**config.mk**
```make
export PLATFORM = sky130hd
export DESIGN_NAME = dcp_exec_ctrl_flat
export DESIGN_NICKNAME = d
export VERILOG_FILES = /design/src/rtl/dcp_exec_ctrl_if.sv /design/src/rtl/dcp_exec_ctrl.sv /design/src/flat_wrapper.sv
export SDC_FILE = /design/constraint.sdc
export NUM_CORES = 1
export LEC_CHECK = 0
export CORE_MARGIN = 5
export CORE_UTILIZATION = 40
export CTS_BUF_LIST = sky130_fd_sc_hd__clkbuf_8 sky130_fd_sc_hd__clkbuf_16
export DETAILED_ROUTE_END_ITERATION = 16
export DONT_BUFFER_PORTS = 1
export PLACE_DENSITY = 0.56
export SLEW_MARGIN = 20
export SYNTH_ARGS = -nofsm -noshare
export SYNTH_HDL_FRONTEND = slang
export SYNTH_SLANG_ARGS = --single-unit
```
**constraint.sdc**
```tcl
create_clock -name clk -period 2.35 [get_ports clk]
set_clock_uncertainty 0.05 [all_clocks]
set_input_delay 0.47 -clock clk [delete_from_list [all_inputs] [get_ports clk]]
set_output_delay 0.47 -clock clk [all_outputs]
set_load 0.05 [all_outputs]
```
**src/rtl/dcp_exec_ctrl_if.sv**
```systemverilog
// ---------------------------------------------------------------------------
// dcp_exec_ctrl_if
// Command channel between the debug command FSM (master) and the execution
// controller (slave).
//   cmd_vld  : command strobe, qualified by cmd_rdy
//   cmd      : 0=STEP, 1=GO, 2=SET_BP, 3=CLR_BP
//   cmd_arg  : breakpoint address for SET_BP/CLR_BP
//   halt     : host abort request for a running GO
//   cmd_rdy  : controller idle, command accepted on cmd_vld & cmd_rdy
//   done     : one-cycle completion pulse
//   status   : 0=OK, 1=BP_HIT, 2=HALTED, 3=ERR, held from done to done
//   running  : GO in progress
//   bp_cnt   : number of valid breakpoint entries
// ---------------------------------------------------------------------------
interface dcp_exec_ctrl_if;
  logic        cmd_vld;
  logic [1:0]  cmd;
  logic [31:0] cmd_arg;
  logic        halt;
  logic        cmd_rdy;
  logic        done;
  logic [1:0]  status;
  logic        running;
  logic [3:0]  bp_cnt;

  modport master (
    output cmd_vld, cmd, cmd_arg, halt,
    input  cmd_rdy, done, status, running, bp_cnt
  );

  modport slave (
    input  cmd_vld, cmd, cmd_arg, halt,
    output cmd_rdy, done, status, running, bp_cnt
  );
endinterface

```
**src/rtl/dcp_exec_ctrl.sv**
```systemverilog
// ---------------------------------------------------------------------------
// dcp_exec_ctrl
// Execution controller for the serial debug unit. Generates the gated CPU
// clock, sequences single-step and run-to-breakpoint commands, and owns the
// breakpoint table.
//   clk, rstn : system clock, asynchronous active-low reset
//   cif       : command channel (slave side), see dcp_exec_ctrl_if
//   clk_cpu   : registered CPU clock, high only in the HI phase
//   pc_chk    : CPU is at an instruction boundary
//   npc       : address of the next instruction the CPU will execute
// Parameters: NBP breakpoint entries (1..8), CLK_HALF clk cycles per
// clk_cpu half-period.
// ---------------------------------------------------------------------------
module dcp_exec_ctrl #(
  parameter int NBP      = 4,
  parameter int CLK_HALF = 1
) (
  input  logic            clk,
  input  logic            rstn,
  dcp_exec_ctrl_if.slave  cif,
  output logic            clk_cpu,
  input  logic            pc_chk,
  input  logic [31:0]     npc
);

  localparam logic [2:0] S_IDLE = 3'd0;
  localparam logic [2:0] S_HI   = 3'd1;
  localparam logic [2:0] S_LO   = 3'd2;
  localparam logic [2:0] S_CHK  = 3'd3;
  localparam logic [2:0] S_BPOP = 3'd4;
  localparam logic [2:0] S_DONE = 3'd5;

  localparam logic [1:0] C_STEP = 2'd0;
  localparam logic [1:0] C_GO   = 2'd1;
  localparam logic [1:0] C_SET  = 2'd2;

  localparam logic [1:0] ST_OK     = 2'd0;
  localparam logic [1:0] ST_BPHIT  = 2'd1;
  localparam logic [1:0] ST_HALTED = 2'd2;
  localparam logic [1:0] ST_ERR    = 2'd3;

  localparam int CW = (CLK_HALF > 1) ? $clog2(CLK_HALF) : 1;
  localparam int IW = (NBP > 1) ? $clog2(NBP) : 1;
  localparam logic [CW-1:0] HALF_LAST = CW'(CLK_HALF - 1);

  logic [2:0]     state;
  logic [CW-1:0]  cnt;
  logic [1:0]     cmd_q;
  logic [31:0]    arg_q;
  logic [1:0]     status_q;
  logic [NBP-1:0] bp_vld;
  logic [31:0]    bp_addr [NBP];

  logic           hit;
  logic           match_any;
  logic [IW-1:0]  match_idx;
  logic           free_any;
  logic [IW-1:0]  free_idx;
  logic [NBP-1:0] bp_vld_nxt;
  logic           bp_wr;
  logic [1:0]     bp_status;
  logic [3:0]     cnt_valid;

  // Table lookups. The loop runs from the top index down so the lowest
  // matching / free index is the one left standing.
  always_comb begin
    hit       = 1'b0;
    match_any = 1'b0;
    match_idx = '0;
    free_any  = 1'b0;
    free_idx  = '0;
    for (int i = NBP - 1; i >= 0; i--) begin
      if (bp_vld[i] && (bp_addr[i] == npc)) hit = 1'b1;
      if (bp_vld[i] && (bp_addr[i] == arg_q)) begin
        match_any = 1'b1;
        match_idx = IW'(i);
      end
      if (!bp_vld[i]) begin
        free_any = 1'b1;
        free_idx = IW'(i);
      end
    end
  end

  // Outcome of a SET_BP/CLR_BP, applied in the single BPOP cycle.
  // An existing match takes precedence over the full check on SET_BP.
  always_comb begin
    bp_vld_nxt = bp_vld;
    bp_wr      = 1'b0;
    bp_status  = ST_OK;
    if (cmd_q == C_SET) begin
      if (!match_any) begin
        if (free_any) begin
          bp_wr                = 1'b1;
          bp_vld_nxt[free_idx] = 1'b1;
        end else begin
          bp_status = ST_ERR;
        end
      end
    end else begin
      if (arg_q == 32'hFFFF_FFFF) begin
        bp_vld_nxt = '0;
      end else if (match_any) begin
        bp_vld_nxt[match_idx] = 1'b0;
      end else begin
        bp_status = ST_ERR;
      end
    end
  end

  always_comb begin
    cnt_valid = '0;
    for (int i = 0; i < NBP; i++) cnt_valid = cnt_valid + 4'(bp_vld[i]);
  end

  // Main sequencer. clk_cpu is registered alongside the state so that it
  // is high exactly while the state is HI and falls with an async reset.
  always_ff @(posedge clk or negedge rstn) begin
    if (!rstn) begin
      state    <= S_IDLE;
      cnt      <= '0;
      cmd_q    <= C_STEP;
      arg_q    <= '0;
      status_q <= ST_OK;
      clk_cpu  <= 1'b0;
      bp_vld   <= '0;
      for (int i = 0; i < NBP; i++) bp_addr[i] <= '0;
    end else begin
      case (state)
        S_IDLE: begin
          if (cif.cmd_vld) begin
            cmd_q <= cif.cmd;
            arg_q <= cif.cmd_arg;
            if (cif.cmd[1]) begin
              state <= S_BPOP;
            end else begin
              state   <= S_HI;
              clk_cpu <= 1'b1;
            end
          end
        end
        S_HI: begin
          if (cnt == HALF_LAST) begin
            cnt     <= '0;
            state   <= S_LO;
            clk_cpu <= 1'b0;
          end else begin
            cnt <= cnt + 1'b1;
          end
        end
        S_LO: begin
          if (cnt == HALF_LAST) begin
            cnt   <= '0;
            state <= S_CHK;
          end else begin
            cnt <= cnt + 1'b1;
          end
        end
        S_CHK: begin
          // Unretired instruction, step done, breakpoint, halt, continue.
          if (!pc_chk) begin
            state   <= S_HI;
            clk_cpu <= 1'b1;
          end else if (cmd_q == C_STEP) begin
            state    <= S_DONE;
            status_q <= ST_OK;
          end else if (hit) begin
            state    <= S_DONE;
            status_q <= ST_BPHIT;
          end else if (cif.halt) begin
            state    <= S_DONE;
            status_q <= ST_HALTED;
          end else begin
            state   <= S_HI;
            clk_cpu <= 1'b1;
          end
        end
        S_BPOP: begin
          bp_vld   <= bp_vld_nxt;
          status_q <= bp_status;
          if (bp_wr) bp_addr[free_idx] <= arg_q;
          state <= S_DONE;
        end
        S_DONE: begin
          state <= S_IDLE;
        end
        default: begin
          state   <= S_IDLE;
          clk_cpu <= 1'b0;
        end
      endcase
    end
  end

  assign cif.cmd_rdy = (state == S_IDLE);
  assign cif.done    = (state == S_DONE);
  assign cif.status  = status_q;
  assign cif.bp_cnt  = cnt_valid;
  assign cif.running = (cmd_q == C_GO) &&
                       ((state == S_HI) || (state == S_LO) || (state == S_CHK));

endmodule
```
**src/flat_wrapper.sv**
```systemverilog
// flat-port wrapper written by rule: the top's interface ports become plain ports
module dcp_exec_ctrl_flat 
#(
  parameter int NBP      = 4,
  parameter int CLK_HALF = 1
)
  (clk, rstn, clk_cpu, pc_chk, npc, cif_cmd_vld, cif_cmd, cif_cmd_arg, cif_halt, cif_cmd_rdy, cif_done, cif_status, cif_running, cif_bp_cnt);
  dcp_exec_ctrl_if cif_i ();
  input  logic clk;
  input  logic rstn;
  output logic clk_cpu;
  input  logic pc_chk;
  input  logic [31:0] npc;
  input wire logic [$bits(cif_i.cmd_vld)-1:0] cif_cmd_vld;
  input wire logic [$bits(cif_i.cmd)-1:0] cif_cmd;
  input wire logic [$bits(cif_i.cmd_arg)-1:0] cif_cmd_arg;
  input wire logic [$bits(cif_i.halt)-1:0] cif_halt;
  output wire logic [$bits(cif_i.cmd_rdy)-1:0] cif_cmd_rdy;
  output wire logic [$bits(cif_i.done)-1:0] cif_done;
  output wire logic [$bits(cif_i.status)-1:0] cif_status;
  output wire logic [$bits(cif_i.running)-1:0] cif_running;
  output wire logic [$bits(cif_i.bp_cnt)-1:0] cif_bp_cnt;
  assign cif_i.cmd_vld = cif_cmd_vld;
  assign cif_i.cmd = cif_cmd;
  assign cif_i.cmd_arg = cif_cmd_arg;
  assign cif_i.halt = cif_halt;
  assign cif_cmd_rdy = cif_i.cmd_rdy;
  assign cif_done = cif_i.done;
  assign cif_status = cif_i.status;
  assign cif_running = cif_i.running;
  assign cif_bp_cnt = cif_i.bp_cnt;
  dcp_exec_ctrl #(.NBP(NBP), .CLK_HALF(CLK_HALF)) u_core (.clk(clk), .rstn(rstn), .cif(cif_i), .clk_cpu(clk_cpu), .pc_chk(pc_chk), .npc(npc));
endmodule
```
==> results of run 1 <==
==> Yosys cell counts (2+ instances only) <==
cell,number
a31oi_1,2
buf_6,17
buf_4,4
mux2_4,120
o21ai_0,6
inv_1,5
and3_1,3
nor2b_1,2
o22ai_1,2
nor4_4,3
xnor2_1,156
nand3_1,14
o31a_1,2
a2bb2oi_1,2
nor3_1,13
nor4_1,28
mux2_1,8
ha_1,3
nor2_1,12
mux2_2,34
nand4_1,49
xor2_1,101
a21oi_1,2
dfrtp_1,172
nand2_1,5
clkbuf_1,25
o22a_1,2
buf_2,24
or4_1,2
==> layout by cell type, fill, tap and decap left out, types with 7 or more instances in the layout <==
cell type  Yosys  final
buf_12         0     18
buf_4          4    261
buf_6         17     13
clkbuf_16      0     22
dfrtp_1      172    157
dfrtp_2        0     15
inv_1          5      7
mux2_2        34     34
mux2_4       120    128
nand3_1       14     12
nand4_1       49     49
nor2_1        12     12
nor3_1        13      8
nor4_1        28     19
nor4_2         0      9
xnor2_1      156    150
xor2_1       101     95
==> state kept, by name (all words and copies together) (netlist names) <==
name	flops
u_core.bp_addr	128
u_core.state	3
u_core.bp_vld	4
u_core.cmd_q	2
u_core.arg_q	32
u_core.cif.status	2
u_core.clk_cpu	1
==> area by class of cell <==
| type | count | area (µm²) |
|---|---|---|
| Fill cell | 2219 | 12000 |
| Multi-Input combinational cell | 592 | 5930 |
| Sequential cell | 172 | 4320 |
| Timing Repair Buffer | 299 | 2630 |
| Clock buffer | 20 | 467 |
| Tap cell | 335 | 419 |
| Clock inverter | 12 | 98.8 |
| Inverter | 5 | 18.8 |
==> layer usage <==
metal	share of wire (%)	vias up
met2	46	265
met3	7.4	56
met4	3.3	0
li1	-	3390
met1	44	3794
met5	0	-
==> per-stage QoR <==
step           util [%]  hold slack (ns)  power, W  setup slack (ns)  TNS, ns
4_1_cts            52.4           -0.330    0.0148            -0.477   -56.62
2_1_floorplan         -            0.124   0.00838            -0.103   -11.15
5_1_grt            53.7           -0.331    0.0157            -0.542   -66.54
3_5_place_dp       49.0            0.133    0.0117            -0.588   -74.61
6_report           53.7           -0.320    0.0151            -0.494   -59.67
3_3_place_gp       49.0            0.132    0.0117            -0.603   -76.83
==> worst max path at each step <==
stage	startpoint	endpoint	slack, ns	cells past startpoint
2_1_floorplan	u_core.arg_q[1]$_DFFE_PN0P_	u_core.bp_addr[10]$_DFFE_PN0P_	-0.10	9
6_report	u_core.arg_q[18]$_DFFE_PN0P_	u_core.bp_addr[66]$_DFFE_PN0P_	-0.49	10
4_1_cts	u_core.arg_q[11]$_DFFE_PN0P_	u_core.bp_addr[19]$_DFFE_PN0P_	-0.48	10
5_1_grt	u_core.arg_q[1]$_DFFE_PN0P_	u_core.bp_addr[66]$_DFFE_PN0P_	-0.54	11
3_3_place_gp	u_core.arg_q[1]$_DFFE_PN0P_	u_core.bp_addr[84]$_DFFE_PN0P_	-0.60	9
3_5_place_dp	u_core.arg_q[1]$_DFFE_PN0P_	u_core.bp_addr[9]$_DFFE_PN0P_	-0.59	9
==> kinds of logic (layout without fill, tap and decap cells) <==
family | after synthesis | in the layout | synth area share [%]
other | 1 | 1 | 0.0360
AO/OA/AOI/OAI | 26 | 26 | 1.70
XOR/XNOR | 257 | 257 | 21.6
adder cells (fa/ha/maj) | 4 | 4 | 0.552
buffers and inverters | 76 | 336 | 4.39
flip-flops | 172 | 172 | 41.3
AND/OR/NAND/NOR | 142 | 142 | 8.64
multiplexers | 162 | 162 | 21.8
==> timing repair <==
action,in CTS,in global routing
resized for setup,39,36
endpoints found under the hold margin,172,172
pin swaps,14,12
setup endpoints to repair,139,138
gates cloned,1,5
setup buffers,15,13
==> power groups by stage <==
| stage | Clock (W) | Combinational, W | Sequential, W |
|---|---|---|---|
| 3_3_place_gp | 0 | 0.00696 | 0.00472 |
| 6_report | 0.00281 | 0.00753 | 0.00474 |
| 5_1_grt | 0.00295 | 0.00795 | 0.00483 |
| 3_5_place_dp | 0 | 0.00698 | 0.00473 |
| 2_1_floorplan | 0 | 0.00414 | 0.00423 |
| 4_1_cts | 0.00284 | 0.00724 | 0.00470 |
==> metrics.yaml, run 1 <==
clocking:
  path_clk_slew_ns: 0.07
  numCtsBuffers: 17
  htreeDepth: 4
  clock_path_buffers: 2
  clock_latency_ns: 0.44
  cts_tree: "done"
  cts_sinks: 172
  cts_root_buf: "clkbuf_16"
yosys:
  yosys-top-cells-area: "dfrtp_1 (41%), mux2_4 (17%), xnor2_1 (13%)"
  ys.flop_type: "dfrtp_1"
  synth.avg_cell_area_um2: 12.4
  syn_inst: 840
  ys_types: 51
  seq_area_frac_synth_pct: 41.3
  synth-edff-count: 0
  ys_ff_latch: 172
  async_flop_share_pct: 100
  synth_top_area_share_pct: 41.3
  yosysWarnings: 0
  synth.largest_area_cell: "dfrtp_1"
  synth_nets: 915
  syn_area_um2: 10400
grt:
  grt.total_usage_pct: 23.9
  grt_use_met3_pct: 5.88
  antenna_found_initial: 0
  busiest_layer: "met2"
  grt_pass1_wl_um: 51100
  grt_pass1_vias: 7809
  grtUsageMet1_pct: 33.0
  met2_usage_pct: 37.0
  overflow: 0
  grt_max_degree: 173
sta:
  finalWorstSetupSlack_ns: -0.494
  layout_min_cycle_time_ns: 2.84
  grt_setup_unrepaired: "yes"
  slew_violations: 0
  slew_headroom_pct: 62.7
  fmax_mhz: 352
  hold_viol_final: 172
  tightest_slew_ns: 0.559
  setup_viol: 135
  period_share_pct: 121
  whs_ns: -0.320
critical_path:
  cp_slowest_cell: "or4_4"
  crit_path_end_kind: "flip-flop"
  critPathMaxStageDelay_ns: 0.59
  arrival_ns: 3.11
  worstPathCellList: "buf_6 > xor2_2 > nor4_2 > nand3_1 > or4_4 > nand4_4 > nor4_4 > buf_6 > clkbuf_16 > mux2_4"
  cp_max_fo: 8
  r2r_end: "u_core.bp_addr[66]$_DFFE_PN0P_"
  rr_worst_depth: 10
  timing.rr.start: "u_core.arg_q[18]$_DFFE_PN0P_"
  r2r_slack_ns: -0.49
  crit_top_cell: "buf_6"
  path_delay_family: "simple AND/OR/NAND/NOR gates"
  cp.required_ns: 2.61
  worst-path-buf-inv: 3
  start_kind: "flip-flop"
  worstSetupPathType: "reg -> reg"
layout:
  final_cell_area_um2: 13900
  drive_gt1_share_pct: 50.0
  num_antenna_cells: 0
  fin_cells: 1435
  nets: 1162
  area_growth_syn_to_layout_pct: 33.2
placed_design:
  dpl_cell_area_um2: 12700
  dpl.cell_count: 1374
  hpwl_um: 26700
  place_congestion: 0.972
  io_buffers: 0
floorplan:
  fp.dieH_um: 171
  io_pins: 81
  start_util_pct: 40.4
  die_area_um2: 29400
  core_area_um2: 25800
  rows: 59
  die_w_um: 171
detailed_routing:
  viasPerCell: 5.23
  wl_per_cell_um: 24.8
  antenna_left: 0
  drtIter0Drc: 604
  via_count: 7505
  first_pass_iters: 5
  postRouteWirelength_um: 35500
  drc: 0
power:
  swShare_pct: 38.2
  seq_power_share_pct: 31.4
  p_leak_nw: 6.30
  combPwrFrac_pct: 49.9
  power_density_nw_per_um2: 1090
  p_sw_w: 0.00576
  p_clk_share_pct: 18.6
  internal_power_w: 0.00931
  peakVddDrop_uv: 665
flow_run:
  maxCapViolCount: 0
outcome:
  outcome: "finished with violations"
  violations: "hold timing, setup timing"
hold_path:
  hold_path.class: "in -> async"
Note: power is estimated with default switching activity, not from simulation.
==> run 2: changes to the inputs <==
--- a/config.mk
+++ b/config.mk
@@ -10,6 +10,7 @@
 export CTS_BUF_LIST = sky130_fd_sc_hd__clkbuf_8 sky130_fd_sc_hd__clkbuf_16
 export DETAILED_ROUTE_END_ITERATION = 16
 export DONT_BUFFER_PORTS = 1
+export HOLD_SLACK_MARGIN = 0.1
 export PLACE_DENSITY = 0.56
 export SLEW_MARGIN = 20
 export SYNTH_ARGS = -nofsm -noshare
==> results of run 2 <==
Same layout as run 1: the final DEF is identical, and so are final timing and power.
==> run 3: changes to the inputs <==
--- a/config.mk
+++ b/config.mk
@@ -10,6 +10,7 @@
 export CTS_BUF_LIST = sky130_fd_sc_hd__clkbuf_8 sky130_fd_sc_hd__clkbuf_16
 export DETAILED_ROUTE_END_ITERATION = 16
 export DONT_BUFFER_PORTS = 1
+export GPL_TIMING_DRIVEN = 0
 export HOLD_SLACK_MARGIN = 0.1
 export PLACE_DENSITY = 0.56
 export SLEW_MARGIN = 20
==> metrics.yaml, run 3 (synthesized netlist as in run 1, its figures left out) <==
sta:
  slew_violations: 0  # unchanged
  whs_ns: -0.314  # +0.00577 ns
  hold_viol_final: 172  # unchanged
  fmax_mhz: 348  # -0.92%
  period_share_pct: 122  # +1.1 points
  tightest_slew_ns: 0.850  # +0.291 ns
  finalWorstSetupSlack_ns: -0.521  # -0.0264 ns
  grt_setup_unrepaired: "yes"
  layout_min_cycle_time_ns: 2.87  # +0.0264 ns
  setup_viol: 138  # +2.2%
  slew_headroom_pct: 43.0  # -20 points
critical_path:
  worst-path-buf-inv: 3  # unchanged
  path_delay_family: "simple AND/OR/NAND/NOR gates"
  cp_slowest_cell: "or4_4"
  worstPathCellList: "buf_4 > xor2_1 > nor4_2 > nand3_1 > or4_4 > nand4_4 > nor4_4 > buf_6 > buf_6 > mux2_4"
  critPathMaxStageDelay_ns: 0.60  # about the same
  arrival_ns: 3.14  # +0.03 ns
  start_kind: "flip-flop"
  crit_path_end_kind: "flip-flop"
  critical_path.startpoint: "u_core.arg_q[11]$_DFFE_PN0P_"
  cp.required_ns: 2.62  # about the same
  cp_max_fo: 10  # +2
  worstSetupPathType: "reg -> reg"
  timing.rr.start: "u_core.arg_q[11]$_DFFE_PN0P_"
  crit_top_cell: "buf_6"
floorplan:
  die_area_um2: 29400  # unchanged
  fp.dieH_um: 171  # unchanged
  io_pins: 81  # unchanged
  start_util_pct: 40.4  # unchanged
  die_w_um: 171  # unchanged
  core_area_um2: 25800  # unchanged
  rows: 59  # unchanged
layout:
  fin_cells: 1218  # -15%
  nets: 945  # -19%
  largest_register_ffs: 128  # unchanged
  top_register: "u_core.bp_addr"
  n_fill_cell: 2410  # +8.6%
  drive_gt1_share_pct: 33.1  # -17 points
  layout_commonest_cell: "dfrtp_1"
  area_growth_syn_to_layout_pct: 14.7
  num_antenna_cells: 0  # unchanged
  layout_common_cells: "dfrtp_1 (171), xnor2_1 (150), mux2_4 (120)"
  reg_top3: "u_core.bp_addr x128, u_core.arg_q x32, u_core.bp_vld x4"
  seq_area_um2: 4310  # -0.41%
  multi_input_area_um2: 6000  # +1.2%
placed_design:
  hpwl_um: 23800  # -11%
  place_congestion: 0.959  # -1.3%
  io_buffers: 0  # unchanged
  dpl.cell_count: 1175  # -14%
clocking:
  clock_latency_ns: 0.45  # about the same
  clock_path_buffers: 2  # unchanged
  path_clk_slew_ns: 0.07  # about the same
  cts_root_buf: "clkbuf_16"
  cts_sinks: 172  # unchanged
  numCtsBuffers: 17  # unchanged
  cts_tree: "done"
  htreeDepth: 4  # unchanged
detailed_routing:
  postRouteWirelength_um: 31900  # -10%
  drc: 0  # unchanged
  first_pass_iters: 4  # -1
  via_count: 6433  # -14%
  wl_per_cell_um: 26.2  # +5.9%
  antenna_left: 0  # unchanged
  drtIter0Drc: 444  # -26%
  viasPerCell: 5.28  # +0.99%
grt:
  grt_pass1_vias: 6803  # -13%
  antenna_found_initial: 0  # unchanged
  grt.total_usage_pct: 22.1  # -1.8 points
  overflow: 0  # unchanged
  grt_max_degree: 173  # unchanged
  grt_pass1_wl_um: 46700  # -8.7%
outcome:
  violations: "hold timing, setup timing"
  outcome: "finished with violations"
power:
  power_density_nw_per_um2: 1110  # +2.4%
  p_leak_nw: 5.08  # -19%
  peakVddDrop_uv: 555  # -17%
flow_run:
  maxCapViolCount: 0  # unchanged
hold_path:
  hold_path.class: "in -> async"
## run 3: final timing paths
path | cells past startpoint | end | slack [ns]
worst max-delay path | 10 | u_core.bp_addr[22]$_DFFE_PN0P_ | -0.52
worst min-delay path | 0 | u_core.arg_q[28]$_DFFE_PN0P_ | -0.31
worst max register to register | 10 | u_core.bp_addr[22]$_DFFE_PN0P_ | -0.52
worst min register to register | 1 | u_core.bp_addr[64]$_DFFE_PN0P_ | 0.51
max in group asynchronous | 0 | u_core.bp_addr[36]$_DFFE_PN0P_ | 2.32
min in group clk | 1 | u_core.arg_q[9]$_DFFE_PN0P_ | 0.12
## run 3: routing by layer
metal	track usage (%)	wire [µm]	vias up
met5	0	0	-
met4	6.96	846	0
met3	3.68	1490	35
met2	34.5	14900	135
met1	31.5	14700	3307
li1	-	-	2956
## run 3: area by class of cell
cell class / instances / area share [%]
multi-input combinational: 592 / 50.1
sequential: 172 / 36.0
buffer: 71 / 4.72
clock buffer: 19 / 3.79
tap: 335 / 3.50
clock inverter: 13 / 0.973
timing repair buffer: 11 / 0.722
inverter: 5 / 0.157
## run 3: stage by stage
stage | worst slack, ns | util [%] | TNS, ns | area [µm²] | total power [W]
final | -0.521 | 46.3 | -58.89 | 12000 | 0.0133
after global routing | -0.562 | 46.3 | -66.05 | 12000 | 0.0139
after CTS | -0.519 | 45.6 | -59.96 | 11800 | 0.0132
after detailed placement | -0.930 | 42.2 | -137.28 | 10900 | 0.00997
after global placement | -0.935 | 42.1 | -136.65 | 10900 | 0.00994
after floorplan | -0.103 | - | -11.15 | 10500 | 0.00838
## run 3: what timing repair did
action,in CTS,in global routing
endpoints found under the hold margin,172,172
endpoints found under the setup margin,175,157
gates resized for setup,55,27
setup buffers,10,4
pin swaps,15,17
## run 3: power breakdown
part	internal, W	switching (W)	total (W)
Sequential	0.00365	0.000726	0.00438
Combinational	0.00271	0.00338	0.00609
Clock	0.00152	0.00130	0.00282
